[src/rtl/keyed_frame_fsm.sv]
`default_nettype none
// =============================================================================
// keyed_frame_fsm : key-scheduled framed-packet receiver (sync/len/payload/chk)
// Revision 1.0
// =============================================================================
module keyed_frame_fsm #(
  parameter int                          DATA_W    = 8,
  parameter int                          KEY_W     = 7,
  parameter int                          NUM_KEYS  = 2,
  parameter int                          SLOT_LEN  = 2,
  parameter logic [NUM_KEYS*KEY_W-1:0]   KEY_VEC   = {7'd18, 7'd95},
  parameter logic [NUM_KEYS*3-1:0]       DECOY_VEC = {3'd4, 3'd5},
  parameter int                          LOCK_MODE = 0,
  parameter logic [DATA_W-1:0]           SYNC_PAT  = 8'hA5
) (
  input  logic              clk,
  input  logic              rst,
  input  logic [KEY_W-1:0]  keyinput,
  input  logic [DATA_W-1:0] din,
  input  logic              din_valid,
  output logic [2:0]        state_out,
  output logic              pay_valid,
  output logic [DATA_W-1:0] pay_data,
  output logic              frame_ok,
  output logic              frame_err
);

  localparam logic [2:0] ST_IDLE = 3'd0;
  localparam logic [2:0] ST_LEN  = 3'd1;
  localparam logic [2:0] ST_PAY  = 3'd2;
  localparam logic [2:0] ST_CHK  = 3'd3;
  localparam logic [2:0] ST_DONE = 3'd4;
  localparam logic [2:0] ST_ERR  = 3'd5;

  localparam int SUB_W  = (SLOT_LEN > 1) ? $clog2(SLOT_LEN) : 1;
  localparam int SLOT_W = (NUM_KEYS > 1) ? $clog2(NUM_KEYS) : 1;
  localparam bit HOLD_ON_MISMATCH = (LOCK_MODE != 0);

  // The schedule counter is kept as (slot, cycle-within-slot) so no divider is needed.
  logic [SUB_W-1:0]  sub_q, sub_d;
  logic [SLOT_W-1:0] slot_q, slot_d;
  logic [2:0]        state_q, state_d;
  logic [DATA_W-1:0] len_q, len_d;
  logic [DATA_W-1:0] sum_q, sum_d;
  logic              pay_valid_q, pay_valid_d;
  logic [DATA_W-1:0] pay_data_q, pay_data_d;

  logic [KEY_W-1:0]  slot_key;
  logic [2:0]        slot_decoy;
  logic              key_ok;

  always_comb begin
    sub_d  = sub_q + SUB_W'(1);
    slot_d = slot_q;
    if (sub_q == SUB_W'(SLOT_LEN - 1)) begin
      sub_d  = '0;
      slot_d = (slot_q == SLOT_W'(NUM_KEYS - 1)) ? '0 : slot_q + SLOT_W'(1);
    end
  end

  always_comb begin
    slot_key   = KEY_VEC[KEY_W-1:0];
    slot_decoy = DECOY_VEC[2:0];
    for (int i = 0; i < NUM_KEYS; i++) begin
      if (slot_q == SLOT_W'(i)) begin
        slot_key   = KEY_VEC[i*KEY_W +: KEY_W];
        slot_decoy = DECOY_VEC[i*3 +: 3];
      end
    end
  end

  assign key_ok = (keyinput == slot_key);

  always_comb begin
    state_d     = state_q;
    len_d       = len_q;
    sum_d       = sum_q;
    pay_valid_d = 1'b0;
    pay_data_d  = pay_data_q;
    if (!key_ok) begin
      if (!HOLD_ON_MISMATCH) state_d = slot_decoy;
    end else begin
      case (state_q)
        ST_IDLE: begin
          if (din_valid && (din == SYNC_PAT)) state_d = ST_LEN;
        end
        ST_LEN: begin
          if (din_valid) begin
            len_d   = din;
            sum_d   = '0;
            state_d = (din == '0) ? ST_ERR : ST_PAY;
          end
        end
        ST_PAY: begin
          if (din_valid) begin
            sum_d       = sum_q + din;
            len_d       = len_q - DATA_W'(1);
            pay_valid_d = 1'b1;
            pay_data_d  = din;
            // A stale zero length (decoy entry) also ends the payload on this beat.
            if (len_q <= DATA_W'(1)) state_d = ST_CHK;
          end
        end
        ST_CHK: begin
          if (din_valid) state_d = (din == sum_q) ? ST_DONE : ST_ERR;
        end
        default: state_d = ST_IDLE;
      endcase
    end
  end

  always_ff @(posedge clk) begin
    if (!rst) begin
      sub_q       <= '0;
      slot_q      <= '0;
      state_q     <= ST_IDLE;
      len_q       <= '0;
      sum_q       <= '0;
      pay_valid_q <= 1'b0;
      pay_data_q  <= '0;
    end else begin
      sub_q       <= sub_d;
      slot_q      <= slot_d;
      state_q     <= state_d;
      len_q       <= len_d;
      sum_q       <= sum_d;
      pay_valid_q <= pay_valid_d;
      pay_data_q  <= pay_data_d;
    end
  end

  assign state_out = state_q;
  assign pay_valid = pay_valid_q;
  assign pay_data  = pay_data_q;
  assign frame_ok  = (state_q == ST_DONE);
  assign frame_err = (state_q == ST_ERR);

endmodule
`default_nettype wire

[config.mk]
export PLATFORM = sky130hd
export DESIGN_NAME = keyed_frame_fsm
export DESIGN_NICKNAME = d
export VERILOG_FILES = /design/src/rtl/keyed_frame_fsm.sv
export SDC_FILE = /design/constraint.sdc
export NUM_CORES = 1
export LEC_CHECK = 0
export CAP_MARGIN = 30
export CORE_ASPECT_RATIO = 0.8
export CORE_MARGIN = 2
export CORE_UTILIZATION = 35
export DETAILED_ROUTE_END_ITERATION = 16
export HOLD_SLACK_MARGIN = 0.08
export PLACE_DENSITY = 0.58
export SLEW_MARGIN = 40
export SYNTH_ARGS = -nofsm -noshare
export SYNTH_HDL_FRONTEND = slang
export SYNTH_SLANG_ARGS = --single-unit
export TNS_END_PERCENT = 100
[constraint.sdc]
create_clock -name clk -period 4.37 [get_ports clk]
set_input_delay 0.874 -clock clk [delete_from_list [all_inputs] [get_ports clk]]
set_output_delay 0.874 -clock clk [all_outputs]
set_load 0.02 [all_outputs]
==> flow_metrics.py <==
metrics = {
    "floorplan": {
        "ios": 32,
        "die_h_microns": 68.4,
        "row_count": 23,
        "core_area_sq_um": 5010,
        "die_x_microns": 84.5,
        "dieArea_sq_um": 5780,
        "start_util_pct": 36.3,
    },
    "finish": {
        "area_growth_pct": 24.4,
        "fin_nets": 283,
        "fin_area_sq_um": 2260,
        "finalNonFillerCells": 318,
        "drive_above_1_share_pct": 6.64,
        "diodes": 0,
    },
    "synth": {
        "yosysSeqAreaShare_pct": 33.1,
        "synth_flop_cell": "dfxtp_1",
        "synth.net_count": 253,
        "synth.distinct_cells": 53,
        "async_reset_ff_share_pct": 0,
        "syn_avg_cell_area_sq_um": 8.07,
        "yosys_warnings": 0,
        "ys_seq_elements": 30,
        "yosysTopAreaCell": "dfxtp_1",
        "yosys-top-cells-area": "dfxtp_1, nand2_1, a21boi_0",
        "yosys.area.top_type_share_pct": 33.1,
        "synth-edff-count": 0,
        "syn_area_sq_um": 1820,
        "syn_inst": 225,
    },
    "worst_setup_path": {
        "worstPathMaxFanout": 18,
        "critPathLaunchType": "input port",
        "end_kind": "flip-flop",
        "max_stage_delay_ps": 790,
        "critical_path.top_delay_family": "simple AND/OR/NAND/NOR gates",
        "cpMaxStageDelayCell": "or4b_1",
        "worstRegToRegCells": 6,
        "path_cells": "clkdlybuf4s50_1 -> or4_4 -> o22ai_4 -> or4b_1 -> or2_0 -> a21boi_1",
        "cp.required_ps": 4590,
        "path_depth": 6,
        "critPathKind": "input port to flip-flop",
        "worst-path-buf-inv": 1,
        "critPathArrivalTime_ps": 3290,
    },
    "grt": {
        "grt_pass1_wl_microns": 7620,
        "antenna_found_initial": 0,
        "grt_pass1_vias": 1600,
        "grt-ovfl-total": 0,
        "grt_start_max_net_pins": 35,
        "grt_usage_pct": 17.1,
    },
    "routing": {
        "via_count": 1691,
        "routedWlPerCell_microns": 14.2,
        "finalWirelength_microns": 4510,
        "route.detailed.drc": 0,
        "dr.pass1.iters": 4,
        "antenna_left": 0,
        "drt_iter0_markers": 91,
        "vias_per_cell": 5.32,
    },
    "clocking": {
        "cts_root_buf": "clkbuf_8",
        "clk_pin_slew_ps": 70,
        "cts_inserted_buffers": 5,
        "tritoncts": "built",
        "cts_resized": 0,
        "insertion_delay_ps": 290,
        "cts_sinks": 30,
        "ctsHoldBuffers": 0,
        "h-tree-depth": 2,
        "post-cts-setup-buffer-count": 0,
        "clk_path_buf_depth": 2,
    },
    "power_and_ir_drop": {
        "p_comb_share_pct": 11.3,
        "power_uw": 583,
        "p_seq_share_pct": 48.3,
        "power.leakage_uw": 0.000790,
        "peakVddDrop_mv": 0.163,
        "intPower_uw": 437,
        "p_per_area_nw_per_um2": 258,
        "p_sw_uw": 146,
        "swShare_pct": 25.0,
        "power_frac_clock_pct": 40.4,
    },
    "status": {
        "status": "completed",
    },
    "timing": {
        "rsz0062_at_grt": "false",
        "max_slew_margin_pct": 58.5,
        "fin_crit_sh_pct": 70.3,
        "drv_slew": 0,
        "max_freq_ghz": 0.326,
        "setup_viol_count_final": 0,
        "skew_ps": 4.05,
        "tns_ps": 0,
        "worst_pin_slew_ps": 622,
        "fin_crit_ps": 3070,
        "final_hold_viol_count": 0,
    },
    "placed_design": {
        "placed_area_sq_um": 2170,
        "io_buffers": 31,
        "dp.cells": 310,
        "place_congestion": 0.755,
        "dp_hpwl_microns": 3190,
    },
    "worst_hold_path": {
        "hold_depth": 1,
        "hold_path_class": "flip-flop to flip-flop",
    },
    "flow_run": {
        "maxCapViolations": 0,
    },
}
-- worst register-to-register path, delay by kind of cell, from the launching register on --
kind | cells | cell delay [ps]
AOI/OAI and AO/OA | 3 | 380
adders and majority gates | 1 | 340
DFF | 1 | 320
and+or+nand+nor | 2 | 1030
-- registers in the layout (all words and copies together), names as in the netlist --
register   flops
len_q          8
pay_data       8
pay_valid      1
slot_q         1
state_out      3
sub_q          1
sum_q          8
-- worst paths after layout --
kind                            slack [ps]        start           end
worst min-delay path                   430        sub_q         sub_q
worst max register to register        2190     sum_q[3]  state_out[0]
worst min register to register         430        sub_q         sub_q
worst max-delay path                  1300  keyinput[0]      len_q[2]
-- power by group through the flow --
stage / Sequential [uW] / Clock [uW] / Combinational [uW]
detailed placement: 288 / 0 / 66.0
finish: 282 / 236 / 65.9
global route: 282 / 253 / 72.3
CTS: 282 / 244 / 66.1
floorplan: 288 / 0 / 31.6
global placement: 288 / 0 / 66.9
-- synth_stat cells (4+ instances only) --
cell type   n
nand2_1    35
dfxtp_1    30
a21boi_0   16
nor2_1     15
o21ai_0    13
nand3_1    12
a21oi_1    11
ha_1        9
clkbuf_1    8
inv_1       7
nor2b_1     6
nor4_1      5
and3_1      4
-- placed cells by master (no fill, tap or decap), types with 3 or more instances in the layout --
cell type and n:
and3_1 4, o211ai_1 3, nand3_1 12, ha_1 9
xnor2_1 3, clkbuf_8 6, nor4_1 5, xor2_1 3
nor2_1 15, a21oi_1 11, nor3_1 3, clkdlybuf4s50_1 30
nand2_1 35, inv_1 7, nor2b_1 6, o21ai_0 13
dfxtp_1 30, a21boi_0 16
-- area by class of cell --
class / instances / area [sq um]
sequential: 30 / 601
inverter: 7 / 26.3
clock buffer: 7 / 86.3
tap: 62 / 77.6
multi-input combinational: 178 / 1140
fill: 514 / 2750
clock inverter: 1 / 5.00
timing repair buffer: 33 / 320
-- routing by layer --
layer  global-route usage [%]  wire, microns  up-vias
li1                         -              -      879
met1                     23.3           2340      772
met4                     5.95             63        0
met3                     3.74            197        7
met2                     26.8           1910       33
met5                        0              0        -
-- cells by family (layout without fill, tap and decap cells) --
group                      after synthesis  in the layout  synth area share, %
AOI/OAI and AO/OA                       62             62                 23.7
buffers and inverters                   17             48                 4.00
and+or+nand+nor                        100            100                 29.0
adders and majority gates               10             10                 7.31
DFF                                     30             30                 33.1
xor gates and xnor gates                 6              6                 2.90
-- per-stage QoR --
stage,hold WS [ps],worst slack (ps),util (%)
after floorplan,411,1700,-
after global placement,425,1040,43.4
after detailed placement,428,999,43.3
after CTS,438,1290,45.1
after global routing,471,1120,45.1
final,435,1300,45.1
Power figures use the tool's default switching activity.
